`config.mk`:
```
export PLATFORM = sky130hd
export DESIGN_NAME = sprite_blitter
export DESIGN_NICKNAME = d
export VERILOG_FILES = /design/src/rtl/video_pkg.sv /design/src/rtl/sprite_blitter_wr.sv /design/src/rtl/sprite_blitter.sv
export SDC_FILE = /design/constraint.sdc
export NUM_CORES = 1
export LEC_CHECK = 0
export BUFFER_PORTS_ARGS = -buffer_cell sky130_fd_sc_hd__buf_2
export CAP_MARGIN = 15
export CELL_PAD_IN_SITES_DETAIL_PLACEMENT = 2
export CELL_PAD_IN_SITES_GLOBAL_PLACEMENT = 2
export CORE_ASPECT_RATIO = 2
export CORE_MARGIN = 5
export CORE_UTILIZATION = 31
export CTS_CLUSTER_DIAMETER = 40
export CTS_CLUSTER_SIZE = 30
export DETAILED_ROUTE_END_ITERATION = 8
export PLACE_DENSITY_LB_ADDON = 0.1
export SLEW_MARGIN = 5
export SYNTH_ARGS = -nofsm -noshare
export SYNTH_HDL_FRONTEND = slang
export SYNTH_SLANG_ARGS = --single-unit
```
`constraint.sdc`:
```
create_clock -name clk -period 2.9 [get_ports clk]
set_clock_uncertainty 0.15 [all_clocks]
set_input_delay 0.435 -clock clk [delete_from_list [all_inputs] [get_ports clk]]
set_output_delay 0.435 -clock clk [all_outputs]
set_load 0.03 [all_outputs]
```
`src/rtl/video_pkg.sv`:
```
// Shared frame-buffer / sprite geometry, colour key and blitter types.
package video_pkg;

    localparam int RGB_W         = 6;
    localparam int FB_W          = 80;
    localparam int FB_H          = 60;
    localparam int FB_ADDR_BITS  = 13;
    localparam int SPR_W         = 8;
    localparam int SPR_H         = 8;
    localparam int NUM_SPRITES   = 4;
    localparam int ROM_ADDR_BITS = $clog2(NUM_SPRITES * SPR_W * SPR_H);
    localparam int SPR_ID_W      = $clog2(NUM_SPRITES);
    localparam int POS_X_W       = 7;
    localparam int POS_Y_W       = 6;
    // One spare bit so a sprite hanging off the edge is detected, not wrapped.
    localparam int DX_W          = POS_X_W + 1;
    localparam int DY_W          = POS_Y_W + 1;

    localparam logic [RGB_W-1:0] KEY = 6'b000000;

    typedef enum logic [1:0] {
        ST_IDLE,
        ST_RUN,
        ST_FLUSH,
        ST_DONE
    } blit_state_t;

    typedef struct packed {
        logic [SPR_ID_W-1:0] sprite_id;
        logic [POS_X_W-1:0]  pos_x;
        logic [POS_Y_W-1:0]  pos_y;
    } blit_req_t;

    typedef struct packed {
        logic [DX_W-1:0] dx;
        logic [DY_W-1:0] dy;
    } pix_tag_t;

endpackage

```
`src/rtl/sprite_blitter_wr.sv`:
```
// Write stage: carries each pixel's destination alongside the ROM read,
// then drops colour-key and off-screen pixels before the frame-buffer port.
module sprite_blitter_wr
    import video_pkg::*;
(
    input  logic                    clk,
    input  logic                    rst,
    input  logic                    issue,
    input  pix_tag_t                tag,
    input  logic [RGB_W-1:0]        rom_data,
    output logic                    fb_we,
    output logic [FB_ADDR_BITS-1:0] fb_addr,
    output logic [RGB_W-1:0]        fb_wdata
);
    localparam int STAGES = 1;

    // [0] aligned with rom_addr, [STAGES] aligned with rom_data.
    logic [STAGES:0]         vld_pipe;
    pix_tag_t                tag_pipe [STAGES+1];
    logic                    in_range;
    logic [FB_ADDR_BITS-1:0] addr_nxt;

    assign in_range = (tag_pipe[STAGES].dx < DX_W'(FB_W)) &&
                      (tag_pipe[STAGES].dy < DY_W'(FB_H));
    assign addr_nxt = FB_ADDR_BITS'(tag_pipe[STAGES].dy) * FB_ADDR_BITS'(FB_W) +
                      FB_ADDR_BITS'(tag_pipe[STAGES].dx);

    always_ff @(posedge clk) begin
        if (rst) begin
            vld_pipe <= '0;
            for (int i = 0; i <= STAGES; i++) tag_pipe[i] <= '0;
            fb_we    <= 1'b0;
            fb_addr  <= '0;
            fb_wdata <= '0;
        end else begin
            vld_pipe    <= {vld_pipe[STAGES-1:0], issue};
            tag_pipe[0] <= tag;
            for (int i = 1; i <= STAGES; i++) tag_pipe[i] <= tag_pipe[i-1];
            fb_we <= vld_pipe[STAGES] && (rom_data != KEY) && in_range;
            if (vld_pipe[STAGES]) begin
                fb_addr  <= addr_nxt;
                fb_wdata <= rom_data;
            end
        end
    end

endmodule

```
`src/rtl/sprite_blitter.sv`:
```
// Copies one sprite from the sprite ROM into the frame buffer at a latched
// coarse-grid position; the write stage handles colour key and clipping.
module sprite_blitter
    import video_pkg::*;
(
    input  logic                     clk,
    input  logic                     rst,
    input  logic                     start,
    input  logic [SPR_ID_W-1:0]      sprite_id,
    input  logic [POS_X_W-1:0]       pos_x,
    input  logic [POS_Y_W-1:0]       pos_y,
    output logic                     busy,
    output logic                     done,
    output logic [ROM_ADDR_BITS-1:0] rom_addr,
    input  logic [RGB_W-1:0]         rom_data,
    output logic                     fb_we,
    output logic [FB_ADDR_BITS-1:0]  fb_addr,
    output logic [RGB_W-1:0]         fb_wdata
);
    localparam int CW      = $clog2(SPR_W);
    localparam int RW      = $clog2(SPR_H);
    localparam int SPR_PIX = SPR_W * SPR_H;

    blit_state_t              state, state_nxt;
    blit_req_t                req;
    logic [CW-1:0]            col;
    logic [RW-1:0]            row;
    logic                     issued_all;
    logic                     issue;
    logic [ROM_ADDR_BITS-1:0] rom_addr_nxt;
    pix_tag_t                 tag;

    // RUN lasts one cycle past the final issue so that address is on the bus
    // while the ROM reads it; FLUSH then covers the last write register.
    assign issue = (state == ST_RUN) && !issued_all;

    // Deliberately kept at ROM width: an out-of-range sprite id just wraps.
    assign rom_addr_nxt = ROM_ADDR_BITS'(req.sprite_id) * ROM_ADDR_BITS'(SPR_PIX) +
                          ROM_ADDR_BITS'(row) * ROM_ADDR_BITS'(SPR_W) +
                          ROM_ADDR_BITS'(col);

    assign tag.dx = DX_W'(req.pos_x) + DX_W'(col);
    assign tag.dy = DY_W'(req.pos_y) + DY_W'(row);

    always_ff @(posedge clk) begin
        if (rst) begin
            state      <= ST_IDLE;
            req        <= '0;
            col        <= '0;
            row        <= '0;
            issued_all <= 1'b0;
            rom_addr   <= '0;
        end else begin
            state <= state_nxt;
            if (state == ST_IDLE && start) begin
                req        <= '{sprite_id: sprite_id, pos_x: pos_x, pos_y: pos_y};
                col        <= '0;
                row        <= '0;
                issued_all <= 1'b0;
            end else if (issue) begin
                rom_addr <= rom_addr_nxt;
                if (col == CW'(SPR_W - 1)) begin
                    col <= '0;
                    if (row == RW'(SPR_H - 1)) begin
                        row        <= '0;
                        issued_all <= 1'b1;
                    end else begin
                        row <= row + 1'b1;
                    end
                end else begin
                    col <= col + 1'b1;
                end
            end
        end
    end

    always_comb begin
        state_nxt = state;
        busy      = 1'b0;
        done      = 1'b0;
        case (state)
            ST_IDLE:  if (start) state_nxt = ST_RUN;
            ST_RUN: begin
                busy = 1'b1;
                if (issued_all) state_nxt = ST_FLUSH;
            end
            ST_FLUSH: begin
                busy      = 1'b1;
                state_nxt = ST_DONE;
            end
            ST_DONE: begin
                done      = 1'b1;
                state_nxt = ST_IDLE;
            end
            default:  state_nxt = ST_IDLE;
        endcase
    end

    sprite_blitter_wr u_wr (
        .clk      (clk),
        .rst      (rst),
        .issue    (issue),
        .tag      (tag),
        .rom_data (rom_data),
        .fb_we    (fb_we),
        .fb_addr  (fb_addr),
        .fb_wdata (fb_wdata)
    );

endmodule

```
==> key figures <==
Run status
  – Status: finished, final reports clean

Critical path
  – Crit path launch: u_wr.tag_pipe[0][18]
  – Startpoint types: flip-flop
  – CP Capture Type: flip-flop
  – Crit path to: u_wr.fb_addr[12]
  – Most used cell, CP: ha_1
  – CP Cell Sequence: ha_1 > ha_1 > fa_2 > xor2_2 > o211ai_2 > nor4b_2 > xor3_1 > a211oi_1
  – Arr. time, crit path: 2.79 ns
  – Crit-path slowest cell: fa_2
  – R2r worst-path depth: 8
  – Slowest Stage Delay on Critical Path: 0.39 ns
  – Worst reg-to-reg setup slack: 0.20 ns
  – Worst flop-to-flop path endpoint: u_wr.fb_addr[12]
  – CP Data Required Time: 3.00 ns
  – Critical Path Fanout Max: 4
  – RR Startpoint: u_wr.tag_pipe[0][18]
  – Setup CP Type: reg -> reg

Finish
  – Diodes inserted: 0
  – Fillers: 1298
  – Post-layout net count: 493
  – Share of cells above drive strength 1: 19.27%
  – Design Area, Final: 0.004275 mm²
  – Synth-to-Final Area Change: 19.77%

Logic synthesis
  – Top cells by count, synth: 84 x dfxtp_1, 48 x nand2_1, 46 x nor2_1
  – Mapped Area: 0.003570 mm²
  – Post-synth top area cell: dfxtp_1
  – Synth warn: 0
  – Post-synth EDFFs: 0
  – Most common cell in the netlist: dfxtp_1
  – Main area contributors after synthesis: dfxtp_1 47%, ha_1 10%, a21oi_1 5.2%
  – Syn_nets: 438
  – Synth Register Bits: 84
  – Top-area cell type share of the netlist area: 47.11%
  – Synth async-reset ratio: 0%
  – Syn Inst Count: 381
  – Seq/Total Area, Yosys: 47.11%
  – Syn avg cell area: 9.369 µm²
  – Main synth FF type: dfxtp_1
  – Synth unique cells: 40

Drt
  – Met2 Routed Length: 5644 µm
  – Vias per cell: 4.806
  – Routed wire length: 9128 µm
  – Met1 wire length: 3104 µm
  – Routed Antenna Nets: 0
  – Top layer reached by signal wires: met4
  – Via count: 2802
  – DRC: 0
  – DR WL/cell: 15.66 µm
  – Met3 WL post-DR: 200 µm
  – Initial drt markers: 116
  – TritonRoute pass-1 iters: 3

Clock tree
  – CTS Sinks: 84
  – CTS Buf Count: 9
  – Clk_lat worst skew: 0.33 ns
  – H-Tree Depth: 3
  – Clk root buf: clkbuf_16
  – CTS tree: done
  – Clock Pin Slew Worst Setup and Hold Paths: 0.06 ns
  – Clock buffer depth: 2

Floorplanning
  – Initial Utilization: 31.63%
  – Core box area: 0.01129 mm²
  – Std cell rows: 55
  – Die width: 85.88 µm
  – Die height: 161.8 µm
  – I/O pins: 54
  – Die area: 0.01389 mm²

Placed design
  – Hpwl dp: 6945 µm
  – Port bufs: 53
  – RePlAce Congestion: 0.7613
  – Placed cell area: 0.003999 mm²

STA
  – Worst Max-Slew Pin Slew: 0.6091 ns
  – Setup violators final: 0
  – RSZ-0062 raised after global routing: no
  – Slew Viols, Final: 0
  – Sum Neg Setup Slack: 0 ns
  – Slew HR: 59.40%
  – Fin. Hold Viols: 0
  – Period utilization: 92.97%
  – Tmin final: 2.696 ns
  – Fmax: 370.9 MHz

Power and ir drop
  – Leakage power: 1.851 nW
  – Cell area power density: 724.3 mW/mm²
  – Peak supply drop: 0.2937 mV

Global routing
  – All-Layer GR Usage: 13.98%
  – Antenna violations before repair: 0
  – Remaining Overflow, GRT: 0
  – Vias in the first global route: 3177
  – Largest net degree at the start of global routing: 32
  – First-pass GRT wire length: 15090 µm

Run
  – Max-cap violations: 0

Min path
  – Worst Hold Class: in -> reg
[critical path, delay by kind of cell, from the launching register on]
family	cells	cell delay (ns)
AND/OR/NAND/NOR	1	0.28
XOR/XNOR	2	0.53
adder cells (fa/ha/maj)	3	0.88
AO/OA/AOI/OAI	2	0.41
flip-flops	1	0.37
[what timing repair did]
action,CTS,global route
hold buffers,0,0
endpoints found under the setup margin,0,1
resized for setup,0,2
buffers inserted,0,1
[placed cells by master (no fill, tap or decap), drive strengths merged, types with 2 or more instances in the layout]
cell type and n:
a211oi 7, clkinv 5, nor3 5, nand2b 3, buf 61, fa 4, xor2 7, nand3 8
clkbuf 11, or3 2, o21ai 9, dfxtp 84, xnor2 4, nor2b 23, o21bai 2, ha 29
nor2 46, nor4b 2, inv 9, a21oi 37, nand4 2, nand2 48, mux2i 15, a21o 4
nor4 2
[sequential cells by signal (all words and copies together) (netlist names)]
register	count
col	3
u_wr.tag_pipe	30
rom_addr	8
row	3
u_wr.vld_pipe	2
issued_all	1
u_wr.fb_addr	13
u_wr.fb_wdata	6
u_wr.fb_we	1
req	15
state	2
[cell families (layout without fill, tap and decap cells)]
kind of cell,after synthesis,count (layout),share of synthesized area [%]
adders and majority gates,33,33,12.41
buffers and inverters,26,86,2.804
xor gates and xnor gates,12,12,3.575
AOI/OAI and AO/OA,67,67,11.32
and+or+nand+nor,144,144,18.58
DFF,84,84,47.11
muxes,15,15,4.206
[how the worst min path moves through the flow]
| stage | startpoint | slack (ns) | endpoint | cells after the start |
|---|---|---|---|---|
| after global placement | u_wr.tag_pipe[0][9] | 0.27 | u_wr.tag_pipe[0][24] | 1 |
| after floorplan | u_wr.tag_pipe[0][0] | 0.26 | u_wr.tag_pipe[0][15] | 1 |
| after CTS | pos_y[0] | 0.18 | req[0] | 3 |
| final | pos_y[0] | 0.19 | req[0] | 3 |
| after global routing | pos_y[0] | 0.18 | req[0] | 3 |
| after detailed placement | u_wr.tag_pipe[0][1] | 0.28 | u_wr.tag_pipe[0][16] | 1 |
[layer usage]
metal | global-route usage (%) | vias to the layer above
li1 | - | 1387
met1 | 12.03 | 1373
met2 | 29.13 | 30
met3 | 2.538 | 12
met4 | 6.268 | 0
met5 | 0 | -
[area by class of cell]
class | instances | area, µm² | share of cell area (%)
clock inverters | 5 | 28.78 | 0.6731
flip-flops and latches | 84 | 1682 | 39.33
multi-input cells | 271 | 1795 | 42.00
well taps | 142 | 177.7 | 4.156
clock buffers | 11 | 232.7 | 5.443
repair buffers | 61 | 325.3 | 7.609
inverters | 9 | 33.78 | 0.7902
[report_power, final]
group,leakage [nW],internal (mW),switching (mW)
Combinational,1.04,0.245,0.457
Clock,0.133,0.576,0.452
Sequential,0.682,1.28,0.0909
[metrics by stage]
stage | hold slack, ns | setup WS, ns | util (%) | instances | power, mW
after floorplan | 0.2638 | 0.2201 | - | 381 | 1.878
after global placement | 0.2661 | 0.1378 | 35.43 | 566 | 2.085
after detailed placement | 0.2778 | 0.06178 | 35.43 | 566 | 2.115
after CTS | 0.1770 | 0.07307 | 37.75 | 582 | 3.171
after global routing | 0.1778 | 0.02388 | 37.88 | 583 | 3.310
final | 0.1873 | 0.2039 | 37.88 | 583 | 3.097
No activity file was read; power rests on OpenSTA's default activity.
